[config.mk]
export PLATFORM = sky130hd
export DESIGN_NAME = fp_to_int_pipe
export DESIGN_NICKNAME = d
export VERILOG_FILES = /design/src/rtl/fp_to_int_pipe.sv
export SDC_FILE = /design/constraint.sdc
export NUM_CORES = 1
export LEC_CHECK = 0
export CAP_MARGIN = 20
export CORE_AREA = 2 2 153 155
export DETAILED_ROUTE_END_ITERATION = 7
export DIE_AREA = 0 0 155 157
export RECOVER_POWER = 100
export SETUP_SLACK_MARGIN = 0.3
export SLEW_MARGIN = 20
export SYNTH_ARGS = -nofsm -noshare
export SYNTH_HDL_FRONTEND = slang
export SYNTH_SLANG_ARGS = --single-unit
export TNS_END_PERCENT = 20
[constraint.sdc]
create_clock -name clk -period 4.54 [get_ports clk]
set_input_delay 0.681 -clock clk [delete_from_list [all_inputs] [get_ports clk]]
set_output_delay 0.681 -clock clk [all_outputs]
set_load 0.02 [all_outputs]
[src/rtl/fp_to_int_pipe.sv]
// Three-stage IEEE 754 single-precision to signed integer converter with
// valid/ready flow control: unpack/classify, align, then round/sign/saturate.

module fp2i_unpack (
  input  logic [31:0] a,
  output logic        sign,
  output logic [7:0]  exp,
  output logic [23:0] mant,
  output logic        is_nan,
  output logic        is_inf,
  output logic        is_zero,
  output logic        is_denorm
);
  logic exp_max, exp_min, frac_nz;

  assign sign      = a[31];
  assign exp       = a[30:23];
  assign exp_max   = &a[30:23];
  assign exp_min   = ~|a[30:23];
  assign frac_nz   = |a[22:0];
  assign mant      = {~exp_min, a[22:0]};
  assign is_nan    = exp_max & frac_nz;
  assign is_inf    = exp_max & ~frac_nz;
  assign is_zero   = exp_min;
  assign is_denorm = exp_min & frac_nz;
endmodule

module fp2i_align #(
  parameter int OUT_W = 32
) (
  input  logic             sign,
  input  logic [7:0]       exp,
  input  logic [23:0]      mant,
  output logic [OUT_W-1:0] mag,
  output logic             guard,
  output logic             sticky,
  output logic             ovf
);
  localparam logic signed [8:0] UE_SAT = 9'(OUT_W - 1);

  logic signed [8:0] ue;
  logic [4:0]        rsh;
  logic [2:0]        lsh;
  logic [23:0]       lost;
  logic [31:0]       wide;

  assign ue = $signed({1'b0, exp}) - 9'sd127;

  always_comb begin
    mag    = '0;
    guard  = 1'b0;
    sticky = 1'b0;
    ovf    = 1'b0;
    rsh    = '0;
    lsh    = '0;
    lost   = '0;
    wide   = '0;
    if (ue < 9'sd0) begin
      // Pure fraction: only the half-bit position matters for ue == -1.
      guard  = (ue == -9'sd1);
      sticky = (ue == -9'sd1) ? |mant[22:0] : |mant;
    end else if (ue >= UE_SAT) begin
      // Exactly -2^(OUT_W-1) is representable; everything else saturates.
      if (sign && (ue == UE_SAT) && (mant[22:0] == 23'h0))
        mag = {1'b1, {(OUT_W-1){1'b0}}};
      else
        ovf = 1'b1;
    end else if (ue <= 9'sd23) begin
      rsh    = 5'(9'sd23 - ue);
      lost   = (24'h1 << rsh) - 24'h1;
      wide   = {8'h0, mant >> rsh};
      // Top bit of the discarded field is guard, the rest fold into sticky.
      guard  = |(mant & (lost ^ (lost >> 1)));
      sticky = |(mant & (lost >> 1));
      mag    = wide[OUT_W-1:0];
    end else begin
      lsh  = 3'(ue - 9'sd23);
      wide = {8'h0, mant} << lsh;
      mag  = wide[OUT_W-1:0];
    end
  end
endmodule

module fp2i_round #(
  parameter int OUT_W    = 32,
  parameter bit ROUND_NE = 1'b0
) (
  input  logic             sign,
  input  logic [OUT_W-1:0] mag,
  input  logic             guard,
  input  logic             sticky,
  input  logic             ovf,
  input  logic             is_nan,
  input  logic             is_inf,
  input  logic             is_zero,
  input  logic             is_denorm,
  output logic [OUT_W-1:0] res,
  output logic             ovf_flag,
  output logic             inv_flag,
  output logic             inx_flag
);
  localparam logic [OUT_W-1:0] MAX_POS = {1'b0, {(OUT_W-1){1'b1}}};
  localparam logic [OUT_W-1:0] MIN_NEG = {1'b1, {(OUT_W-1){1'b0}}};

  logic             inc;
  logic [OUT_W-1:0] mag_r;
  logic             rnd_ovf;

  assign inc     = ROUND_NE && guard && (sticky || mag[0]);
  assign mag_r   = mag + {{(OUT_W-1){1'b0}}, inc};
  // A positive value rounded up into the sign bit no longer fits.
  assign rnd_ovf = !sign && mag_r[OUT_W-1];

  always_comb begin
    res      = '0;
    ovf_flag = 1'b0;
    inv_flag = 1'b0;
    inx_flag = 1'b0;
    if (is_nan) begin
      res      = MAX_POS;
      inv_flag = 1'b1;
    end else if (is_inf || ovf || rnd_ovf) begin
      res      = sign ? MIN_NEG : MAX_POS;
      ovf_flag = 1'b1;
    end else if (is_zero) begin
      inx_flag = is_denorm;
    end else begin
      res      = sign ? -mag_r : mag_r;
      inx_flag = guard | sticky;
    end
  end
endmodule

module fp_to_int_pipe #(
  parameter int OUT_W    = 32,
  parameter bit ROUND_NE = 1'b0
) (
  input  logic             clk,
  input  logic             rst_n,
  input  logic             in_valid,
  output logic             in_ready,
  input  logic [31:0]      a,
  output logic             out_valid,
  input  logic             out_ready,
  output logic [OUT_W-1:0] result,
  output logic             overflow,
  output logic             invalid,
  output logic             inexact
);
  localparam int STAGES = 3;

  logic [STAGES:0] vld_pipe;
  logic [STAGES:1] adv;
  logic            stall;

  // Each stage advances when it is empty or the stage after it advances,
  // so bubbles ahead of a stalled output are squeezed out.
  assign stall       = vld_pipe[STAGES] && !out_ready;
  assign in_ready    = !stall;
  assign vld_pipe[0] = in_valid && in_ready;
  assign adv[3]      = !vld_pipe[3] || out_ready;
  assign adv[2]      = !vld_pipe[2] || adv[3];
  assign adv[1]      = !vld_pipe[1] || adv[2];
  assign out_valid   = vld_pipe[STAGES];

  always_ff @(posedge clk or negedge rst_n) begin
    if (!rst_n) begin
      vld_pipe[STAGES:1] <= '0;
    end else begin
      for (int k = 1; k <= STAGES; k++)
        if (adv[k]) vld_pipe[k] <= vld_pipe[k-1];
    end
  end

  // Stage 1: unpack / classify
  logic        u_sign, u_nan, u_inf, u_zero, u_denorm;
  logic [7:0]  u_exp;
  logic [23:0] u_mant;

  fp2i_unpack u_unpack (
    .a(a), .sign(u_sign), .exp(u_exp), .mant(u_mant),
    .is_nan(u_nan), .is_inf(u_inf), .is_zero(u_zero), .is_denorm(u_denorm)
  );

  logic        s1_sign, s1_nan, s1_inf, s1_zero, s1_denorm;
  logic [7:0]  s1_exp;
  logic [23:0] s1_mant;

  always_ff @(posedge clk or negedge rst_n) begin
    if (!rst_n) begin
      s1_sign   <= 1'b0;
      s1_exp    <= '0;
      s1_mant   <= '0;
      s1_nan    <= 1'b0;
      s1_inf    <= 1'b0;
      s1_zero   <= 1'b0;
      s1_denorm <= 1'b0;
    end else if (adv[1] && vld_pipe[0]) begin
      s1_sign   <= u_sign;
      s1_exp    <= u_exp;
      s1_mant   <= u_mant;
      s1_nan    <= u_nan;
      s1_inf    <= u_inf;
      s1_zero   <= u_zero;
      s1_denorm <= u_denorm;
    end
  end

  // Stage 2: align
  logic [OUT_W-1:0] a_mag;
  logic             a_guard, a_sticky, a_ovf;

  fp2i_align #(.OUT_W(OUT_W)) u_align (
    .sign(s1_sign), .exp(s1_exp), .mant(s1_mant),
    .mag(a_mag), .guard(a_guard), .sticky(a_sticky), .ovf(a_ovf)
  );

  logic             s2_sign, s2_guard, s2_sticky, s2_ovf;
  logic             s2_nan, s2_inf, s2_zero, s2_denorm;
  logic [OUT_W-1:0] s2_mag;

  always_ff @(posedge clk or negedge rst_n) begin
    if (!rst_n) begin
      s2_sign   <= 1'b0;
      s2_mag    <= '0;
      s2_guard  <= 1'b0;
      s2_sticky <= 1'b0;
      s2_ovf    <= 1'b0;
      s2_nan    <= 1'b0;
      s2_inf    <= 1'b0;
      s2_zero   <= 1'b0;
      s2_denorm <= 1'b0;
    end else if (adv[2] && vld_pipe[1]) begin
      s2_sign   <= s1_sign;
      s2_mag    <= a_mag;
      s2_guard  <= a_guard;
      s2_sticky <= a_sticky;
      s2_ovf    <= a_ovf;
      s2_nan    <= s1_nan;
      s2_inf    <= s1_inf;
      s2_zero   <= s1_zero;
      s2_denorm <= s1_denorm;
    end
  end

  // Stage 3: round / sign / saturate into the output registers
  logic [OUT_W-1:0] r_res;
  logic             r_ovf, r_inv, r_inx;

  fp2i_round #(.OUT_W(OUT_W), .ROUND_NE(ROUND_NE)) u_round (
    .sign(s2_sign), .mag(s2_mag), .guard(s2_guard), .sticky(s2_sticky),
    .ovf(s2_ovf), .is_nan(s2_nan), .is_inf(s2_inf), .is_zero(s2_zero),
    .is_denorm(s2_denorm),
    .res(r_res), .ovf_flag(r_ovf), .inv_flag(r_inv), .inx_flag(r_inx)
  );

  always_ff @(posedge clk or negedge rst_n) begin
    if (!rst_n) begin
      result   <= '0;
      overflow <= 1'b0;
      invalid  <= 1'b0;
      inexact  <= 1'b0;
    end else if (adv[3] && vld_pipe[2]) begin
      result   <= r_res;
      overflow <= r_ovf;
      invalid  <= r_inv;
      inexact  <= r_inx;
    end
  end
endmodule

==> impl_results.md <==
* Worst Skew at between 0.02 and 0.025 ns
* Most Frequent Cell on Critical Path: ha_1
* Antenna fix cells at 0
* Multi-input logic area at 5650 sq um
* Simple-gate share of the synthesized area at 0.174
* Hold Path Class: reg2reg
* CTS tree: built
* Final Hold Viols at 0
* Post-synth EDFFs at 0
* Critical path capture point type: register
* Worst path cell trace: ha_4, and3b_1, nor2_8, ha_1, nor4_4, nand2_1, ha_1, nor2b_2, a41oi_2, a2bb2oi_2, xnor2_1, a211oi_1, o2111ai_1, nor4_1, a31oi_1
* Setup crit start kind: register
* Layout cells sized above 1 at 0.119
* DR vias at around 8000
* Port Buffer Count at 72
* Critical-path top delay cell: dfrtp_1
* NumNets Final at 1105
* Switch Pwr at 3.10 mW
* Power Density at 650 nW/um^2
* Synthesized-area fraction occupied by adder cells at 0.0139
* Synth Area in Compound Gates at 0.234
* H-tree depth at 4
* Part of the power in registers at 0.234
* Primary FF master, synth: dfrtp_1
* Cell internal pwr at 3.68 mW
* Critical Path AT at 4.35 ns
* Critical path class: reg2reg
* Register Area at 2880 sq um
* Pin count of the biggest net entering global routing at between 80 and 90
* Post-synth ARST share at 1.00
* Seq cells post-synth at 115
* Detailed Place HPWL at about 19000 microns
* Synth warn at 0
* Initial DRC count at 587
* Critical path required time at 4.83 ns
* Post-route ant nets at 0
* Core area at approximately 23000 sq um
* Worst skew pair latency at 0.43 ns
* Maximum clock frequency at 246 MHz
* WL final at 26400 microns
* Inserted Clock Buffers at 17
* Failing checks: max-capacitance violations, max-slew violations
* Mapped Cells at 1035
* Worst hold slack at around 0.47 ns
* CTS Sinks at 115
* Clock network power share at 0.193
* Largest cells by area after synthesis: dfrtp_1 (32%), mux2i_1 (8.7%), nand2_1 (4.7%), mux2_2 (4.3%), o21ai_0 (4.0%)
* Top-area cell type share of the netlist area at 0.320
* Commonest cells in the netlist: dfrtp_1 (115), nand2_1 (113), nor2_1 (81)
* Syn Area/Cell at 8.69 sq um
* Routability Congestion at 0.930
* Global-route wire length before repair at 43100 microns
* Number of fill cells in the layout at 2212
* Yosys top cell by area: dfrtp_1
* Count leader, synth: dfrtp_1
* Combinational Power Share at 0.573
* Xor-xnor portion of the synthesized cell area at 0.0512
* Total grt overflow at 0
* Worst r2r src: s1_exp[1]
* First-pass iteration count of the detailed router at 5
* Crit path launch: s1_exp[1]
* CTS Buffer Depth at 2
* Finish-stage setup viols at 0
* Hold buffers post-CTS at 0
* Vias in the first global route at between 7000 and 8000
* Static leakage at 4.33 nW
* Sequential area share after synthesis at 0.320
* Min Tclk post-route at ~4 ns
* Die area at around 24000 sq um
* Initial core utilization at 0.400
* Critical Path Fanout Max at 12
* Syn nets at 1081
* Slew @ Worst Pin at 2.14 ns
* Row cnt at 55
* Multiplexer share of the synthesized area at 0.149
* Area grow syn2layout at 15.9%
* Library cells used by synthesis at 88
* I/O pin cnt at 73
* Largest family of logic cells by synthesized area: compound AO/OA/AOI/OAI gates
* Root Buffer: clkbuf_16
* DR vias/cell at 5.93
* Clock slew at reported path FFs at 0.06 ns
* Slew Viols, Final at 211
* Hold path start: invalid
* Post-route DRC at 0
* Die Wd at 155 microns
* Slew margin rel. at -0.427
* Wire per inst at 19.5 microns
* VDD IR max at between 0.2 and 0.3 mV
* Maxcap violations at 4
* Final setup TNS at 0 ns
* Initial antenna violation count at 1
* Tcrit/Tclk final at 0.896
* Status: finished, violations left
* Synthesized area at 9000 sq um
* GRT Total Usage at 0.222
* Switching Share at 0.457
* Die height at 157 microns
* Worst path max stage delay at 0.45 ns
* RSZ-0062 raised after global routing: false
sequential cells by signal, indices dropped and copies added (netlist names), 2 cells and up:
register / cells
result: 32
s1_exp: 8
s1_mant: 24
s2_mag: 32
vld_pipe: 2
per-stage QoR:
stage / cells / util / instance area [sq um] / worst slack [ns] / power [mW]
floorplan: 1035 / - / 9060 / 0.302 / 4.45
global placement: 1323 / 0.438 / 9860 / 0.513 / 5.50
detailed placement: 1323 / 0.438 / 9860 / 0.413 / 5.53
CTS: 1355 / 0.464 / 10400 / 0.397 / 6.86
global route: 1357 / 0.464 / 10400 / 0.173 / 7.27
finish: 1357 / 0.464 / 10400 / 0.473 / 6.78
cells by family (layout without fill, tap and decap cells):
family | Yosys count | after routing
simple gates | 319 | 319
compound gates | 305 | 305
mux | 120 | 120
buf+inv | 116 | 153
flops | 115 | 115
xor+xnor | 50 | 50
fa+ha+maj | 10 | 10
final timing paths:
path	to	slack, ns	depth (start not counted)
worst max-delay path	s2_guard	0.47	15
worst min-delay path	invalid	0.47	2
worst max register to register	s2_guard	0.47	15
worst min register to register	invalid	0.47	2
max in group asynchronous	s1_exp[0]	1.01	2
min in group asynchronous	overflow	0.87	1
area by class of cell:
class	count	share of cell area
clock buffer	19	0.0425
clock inverter	13	0.0121
inverter	23	0.00827
multi-input combinational	804	0.542
sequential	115	0.276
tap	285	0.0342
timing repair buffer	98	0.0853
power groups by stage:
stage          Combinational [mW]  Clock, mW  Sequential [mW]
2_1_floorplan                2.77          0             1.67
3_3_place_gp                 3.90          0             1.60
3_5_place_dp                 3.92          0             1.61
4_1_cts                      3.93       1.34             1.59
5_1_grt                      4.26       1.39             1.62
6_report                     3.89       1.31             1.58
cell usage in the layout, fill, tap and decap left out, drive strengths merged, types with 6 or more instances in the layout:
master         instances
a211oi                 9
a21oi                 51
a22o                  16
a31oi                 12
and3                   8
buf                   20
clkbuf                26
clkdlybuf4s50         32
clkinv                 6
dfrtp                115
dlygate4sd3           39
ha                    10
inv                   26
mux2                  34
mux2i                 78
mux4                   8
nand2                113
nand2b                 8
nand3                 21
nand4                 11
nor2                  83
nor2b                  6
nor3                  17
nor4                  21
o2111ai                6
o211ai                11
o21a                   7
o21ai                 93
o22a                  31
o22ai                  9
o31ai                 12
o41ai                  8
or4                    6
xnor2                 15
xor2                  34
timing repair:
action / in CTS / in global routing
buffers inserted: 0 / 2
endpoints found under the setup margin: 0 / 2
resized for setup: 0 / 8
worst max-delay path: cells and delay by family, from the launching register on:
kind / cells / cell delay, ns
adders and majority gates: 3 / 0.98
DFF: 1 / 0.45
and+or+nand+nor: 6 / 1.33
AOI/OAI and AO/OA: 5 / 1.05
xor gates and xnor gates: 1 / 0.11
routing by layer:
metal | routed length [microns] | track usage
met1 | 12500 | 0.316
met2 | 12000 | 0.350
met3 | 1510 | 0.0341
met4 | 444 | 0.0657
met5 | 0 | 0
Note: power is estimated with default switching activity, not from simulation.
